**src/rtl/mac_seq.sv**
```systemverilog
// mac_seq: streams VEC_LEN (m, x) pairs into an external combinational MAC (y = m*x + b),
//   feeding b from its own accumulator and capturing y, giving one dot product plus bias per vector.
// Latency: out_valid rises the cycle after the last accepted beat; at best VEC_LEN+1 cycles per vector.
// Backpressure: in_ready drops while a result is held; the result holds until out_ready.
//
// Ports:
//   clk_in, rst_in          clock, synchronous active-high reset
//   in_valid/in_ready       operand-pair handshake; in_m, in_x operands, in_bias used on first beat only
//   mac_m/mac_x/mac_b       operands driven to the MAC stage
//   mac_y                   MAC result, combinational from mac_m/mac_x/mac_b in the same cycle
//   out_valid/out_ready     result handshake; out_y holds the dot product plus bias
//   busy                    high while a vector is in progress or its result is held
module mac_seq #(
    parameter int VEC_LEN = 16,
    parameter int IW_M    = 4,
    parameter int QW_M    = 8,
    parameter int IW_X    = 4,
    parameter int QW_X    = 8,
    parameter int IW_Y    = 4,
    parameter int QW_Y    = 8
) (
    input  logic                   clk_in,
    input  logic                   rst_in,
    input  logic                   in_valid,
    output logic                   in_ready,
    input  logic [IW_M+QW_M-1:0]   in_m,
    input  logic [IW_X+QW_X-1:0]   in_x,
    input  logic [IW_Y+QW_Y-1:0]   in_bias,
    output logic [IW_M+QW_M-1:0]   mac_m,
    output logic [IW_X+QW_X-1:0]   mac_x,
    output logic [IW_Y+QW_Y-1:0]   mac_b,
    input  logic [IW_Y+QW_Y-1:0]   mac_y,
    output logic                   out_valid,
    input  logic                   out_ready,
    output logic [IW_Y+QW_Y-1:0]   out_y,
    output logic                   busy
);

    localparam int WY = IW_Y + QW_Y;
    localparam int CW = $clog2(VEC_LEN + 1);
    // Count value seen on the beat that completes the vector.
    localparam logic [CW-1:0] LAST_CNT = CW'(VEC_LEN - 1);

    typedef enum logic [1:0] {
        S_IDLE  = 2'd0,
        S_ACCUM = 2'd1,
        S_DONE  = 2'd2
    } state_t;

    state_t          state_q, state_d;
    logic [WY-1:0]   acc_q, acc_d;
    logic [CW-1:0]   cnt_q, cnt_d;
    logic            beat;

    // Operands pass straight through; the MAC is purely combinational.
    assign mac_m = in_m;
    assign mac_x = in_x;
    assign out_y = acc_q;
    assign beat  = in_valid && in_ready;

    // State and datapath registers.
    always_ff @(posedge clk_in) begin
        if (rst_in) begin
            state_q <= S_IDLE;
            acc_q   <= '0;
            cnt_q   <= '0;
        end else begin
            state_q <= state_d;
            acc_q   <= acc_d;
            cnt_q   <= cnt_d;
        end
    end

    // Next-state and accumulator update. acc takes mac_y bit-for-bit: any
    // rounding or wrap has already happened inside the MAC.
    always_comb begin
        state_d = state_q;
        acc_d   = acc_q;
        cnt_d   = cnt_q;
        case (state_q)
            S_IDLE: begin
                if (beat) begin
                    acc_d   = mac_y;
                    cnt_d   = CW'(1);
                    state_d = (VEC_LEN == 1) ? S_DONE : S_ACCUM;
                end
            end
            S_ACCUM: begin
                if (beat) begin
                    acc_d = mac_y;
                    cnt_d = cnt_q + CW'(1);
                    if (cnt_q == LAST_CNT) begin
                        state_d = S_DONE;
                    end
                end
            end
            S_DONE: begin
                if (out_ready) begin
                    state_d = S_IDLE;
                    cnt_d   = '0;
                end
            end
            default: begin
                state_d = S_IDLE;
            end
        endcase
    end

    // Outputs. The first beat of a vector adds the bias by presenting it on
    // mac_b; later beats chain the running sum back in.
    always_comb begin
        in_ready  = 1'b0;
        out_valid = 1'b0;
        busy      = 1'b1;
        mac_b     = acc_q;
        case (state_q)
            S_IDLE: begin
                in_ready = 1'b1;
                busy     = 1'b0;
                mac_b    = in_bias;
            end
            S_ACCUM: begin
                in_ready = 1'b1;
            end
            S_DONE: begin
                out_valid = 1'b1;
            end
            default: begin
                busy = 1'b0;
            end
        endcase
    end

endmodule

```
**config.mk**
```make
export PLATFORM = sky130hd
export DESIGN_NAME = mac_seq
export DESIGN_NICKNAME = d
export VERILOG_FILES = /design/src/rtl/mac_seq.sv
export SDC_FILE = /design/constraint.sdc
export NUM_CORES = 1
export LEC_CHECK = 0
export CORE_MARGIN = 2
export CORE_UTILIZATION = 34
export DETAILED_ROUTE_END_ITERATION = 12
export PLACE_DENSITY = 0.85
export SLEW_MARGIN = 10
export SYNTH_ARGS = -nofsm -noshare
export SYNTH_HDL_FRONTEND = slang
export SYNTH_SLANG_ARGS = --single-unit
```
**constraint.sdc**
```tcl
create_clock -name clk_in -period 5.03 [get_ports clk_in]
set_input_delay 0.7545 -clock clk_in [delete_from_list [all_inputs] [get_ports clk_in]]
set_output_delay 0.7545 -clock clk_in [all_outputs]
set_load 0.02 [all_outputs]
```
# --- After elaboration in Yosys (flattened, before gate mapping) ---
# Index checks and enable logic that the tools add are counted.
classes:
  n_addsub: 1
  mul: 0
  div: 0
  n_lt_le_gt_ge: 0
  n_eq_ne: 7
  n_shift: 0
  n_mux: 13
  bitwise_logic: 0
  reduce_logical: 8
op_table:
  columns: ["op", "count"]
  rows:
  - ["5-bit two-way mux", 3]
  - ["5-bit one-hot mux with 3 select lines", 1]
  - ["12-bit two-way mux", 1]
  - ["2-bit two-way mux", 4]
  - ["2-bit inequality test (second input constant)", 4]
  - ["4-bit AND reduction", 2]
  - ["2-bit one-hot mux with 3 select lines", 1]
  - ["5-bit by 1-bit adder with 5-bit output (second input constant)", 1]
  - ["5-bit by 4-bit equality test with 1-bit output (second input constant)", 1]
  - ["2-bit OR reduction", 2]
  - ["1-bit two-way mux", 3]
  - ["3-bit nonzero test", 1]
  - ["2-bit by 1-bit equality test with 1-bit output (second input constant)", 1]
  - ["2-bit equality test (second input constant)", 1]
  - ["2-bit logical NOT", 1]
  - ["2-bit AND reduction", 1]
  - ["1-bit logical AND", 1]
word_totals:
  reg_bits: 19
  latchBits: 0
  ramBits: 0
  mem_bits_ro: 0
  inputBits: 52
  out_inout_bits: 51
  word_cells: 32
  memories: 0

# --- Logic depth before layout (Yosys ltp) ---
depth:
  depth_word: 6
  ltp_mapped: 8
  depth_no_buf: 7

# --- Worst setup path before layout ---
# OpenSTA, ideal clock, no wires.
synth_path:
  kind: "reg2out"
  from: "reg state_q[0]"
  to: "out mac_b[10]"
  arrival_time_ps: 1452
  required_ps: 4276
  slack_ps: 2824
  path_stages_with_launch: 6
  n_path_buf: 2
  path_cell_list: "dfxtp_1 > inv_1 > ha_1 > buf_6 > clkbuf_1 > mux2_2"
synth_via:
  elab_chain_cells: 2
synth_lines:
  columns: ["element", "line", "rtl"]
  rows:
  - ["start, declared", "50", "state_t state_q, state_d;"]
  - ["start signal, assigned", "68", "state_q <= state_d;"]
  - ["2-bit logical NOT", "116", "case (state_q)"]
  - ["12-bit two-way mux", "116", null]
  - ["end, declared", "31", "output logic [IW_Y+QW_Y-1:0] mac_b,"]
# No other way between the ends.

# --- Final worst setup path ---
layout_path:
  from: "reg state_q[1]"
  to: "out mac_b[9]"
# Same word-level chain as after synthesis.

==> metrics <==
Setup Buffers After CTS 0; Post-DP HPWL 2090 microns; synth unique cells 24; Slowest-stage cell, CP ha_1; nets@finish roughly 230; initial antenna violation count 0; WL per Instance about 13 microns; most common cell after layout, fill and taps aside clkdlybuf4s50_1; Placed Cells 215; Top Family by Delay on Critical Path adder cells; Tmin final 3210 ps; Synth top area share 0.316; initial DRC count 16; Reg clk slew, reported paths ~120 ps; Area Growth Syn to Fin 34.2%; Setup-failing EPs final 0; CTS Hold Bufs 0; IO Port Bufs 54; largest cells by area after synthesis dfxtp_1 (32%), buf_4 (15%), mux2_2 (11%); critical path buffer and inverter count 2; CTS tree done; CP required between 4000 and 5000 ps; Sequential Power Share 0.242; largest area contributor in the netlist dfxtp_1; max-cap check violation count 0; Post-Synthesis Cells between 100 and 150; vias roughly 1,000; Post-synth EDFFs 0; die height around 64 microns; Final Cycle Share 0.638; unrepaired setup endpoints after global routing false; GRT Overall Usage 0.141; Slew HR 0.412; TritonCTS buffer count 3; worst vdd ir 0.223 mV; IO Count roughly 100; WL final ~2800 microns; Clock Tree Buf Depth 2; Via-to-Cell Ratio between 4 and 5; vias in the first global route 1,024; Internal around 470 uW; setup TNS 0 ps; cells along the critical path inv_1 -> ha_1 -> mux2_2 -> clkdlybuf4s50_1; total power per unit cell area roughly 500 mW/mm^2; Max Clock Freq just over 0.3 GHz; largest net degree at the start of global routing 20; YS warnings 0; Leak 0.000602 uW; Net Sw Frac 0.428; CTS sink cnt 19; Worst EP arrival 2460 ps; global-route wire length before repair around 4700 microns; gr ovfl total 0; Initial Util 0.358; Clk pwr share 0.097; combinational power share 0.661; endpoint type of the worst setup path output port; H-tree depth 1; status finished clean; Post-synth ARST share 0; commonest non-fill, non-tap cells in the layout clkdlybuf4s50_1 (54), nand2_1 (29), dfxtp_1 (19), a21oi_1 (18), mux2_2 (12); Syn Nets between 200 and 250; peak fanout along the critical path 17; Top FF cell, synth dfxtp_1; Final Max Tran Viols 0; HP Class flip-flop to flip-flop; share of layout cells above drive strength 1 0.110; drt first pass iters 4; Ant. Diodes 0; final cell count without fillers 219; routability congestion estimate approximately 0.78; post_cts resized 0; Remaining DRCs 0; critical path class flip-flop to output port; root buffer cell clkbuf_4; cell area after synthesis 0.00120 sq mm; Die Width 63.5 microns; Final Hold Violating Endpoints 0; Routed Antenna Nets 0; Sw Pwr 348 uW; startpoint types flip-flop; Site Rows 21; die area slightly above 0.004 sq mm; area of the core 0.00336 sq mm; CP max stage delay around 750 ps; worst slew pin tran about 900 ps; Avg Inst Size Synth ~8.3 sq um; Max Clock Skew roughly 8.5 ps; #FFs+latches synth 19; post-synthesis sequential area ratio 0.316; Worst-Skew Late Latency roughly 300 ps
==> final cells by class <==
type | instances | area (sq um)
inverter | 6 | 22.5
multi-input combinational | 89 | 581
sequential | 19 | 380
clock inverter | 1 | 5.00
timing repair buffer | 55 | 548
tap | 46 | 57.6
fill | 355 | 1750
clock buffer | 3 | 22.5
==> kinds of logic (layout without fill, tap and decap cells) <==
kind of cell	Yosys count	after routing	share of synthesized area
buffers and inverters	37	65	0.202
muxes	12	12	0.112
AOI/OAI and AO/OA	26	26	0.121
and+or+nand+nor	45	45	0.186
DFF	19	19	0.316
adders and majority gates	6	6	0.0623
==> power groups by stage <==
stage / Clock [uW] / Sequential, uW / Combinational, uW
after detailed placement: 0 / 200 / 542
after global routing: 84.7 / 202 / 584
after CTS: 81.1 / 197 / 544
after floorplan: 0 / 218 / 368
after global placement: 0 / 199 / 533
final: 78.8 / 197 / 538
==> cells in the mapped netlist (2+ instances only) <==
cell,instances
inv_1,6
a21oi_1,18
buf_4,24
mux2_2,12
nand3_1,3
or3_1,3
buf_6,2
ha_1,6
nand2_1,29
o21ai_0,4
clkbuf_1,4
dfxtp_1,19
nor2b_1,2
or4_1,2
a21o_1,2
==> state kept, by name, indices dropped and copies added (netlist names) <==
| signal | cells |
|---|---|
| out_y | 12 |
| cnt_q | 5 |
| state_q | 2 |
==> worst paths after layout <==
| path | to | slack, ps | depth (start not counted) | from |
|---|---|---|---|---|
| setup / recovery | mac_b[9] | 1820 | 4 | state_q[1]$_SDFFE_PP0P_ |
| hold / removal | out_y[3]$_SDFFE_PP0P_ | 470 | 2 | out_y[3]$_SDFFE_PP0P_ |
| setup reg to reg | cnt_q[3]$_SDFFE_PP0P_ | 2700 | 5 | state_q[1]$_SDFFE_PP0P_ |
| hold reg to reg | out_y[3]$_SDFFE_PP0P_ | 470 | 2 | out_y[3]$_SDFFE_PP0P_ |
==> worst register-to-register path, cell delays in order, from the launching register on <==
cell and delay [ps]:
dfxtp_1 330, inv_1 110, ha_1 750, o221ai_2 350, or4_1 580, a21oi_1 150
==> layer usage <==
| layer | GRT usage | part of all wire |
|---|---|---|
| met4 | 0.0299 | 0.0090 |
| met1 | 0.161 | 0.42 |
| met5 | 0 | 0 |
| met2 | 0.261 | 0.50 |
| met3 | 0.0357 | 0.065 |
==> per-stage QoR <==
stage                     hold WS (ps)  power (uW)  setup WS, ps  instance area [sq um]  utilization
final                              471         814          1820                   1620        0.481
after global routing               496         870          1670                   1620        0.481
after CTS                          476         822          1810                   1620        0.481
after detailed placement           458         742          2160                   1590        0.472
after global placement             440         732          2180                   1590        0.472
after floorplan                    432         586          2820                   1200            -
Power figures use the tool's default switching activity.
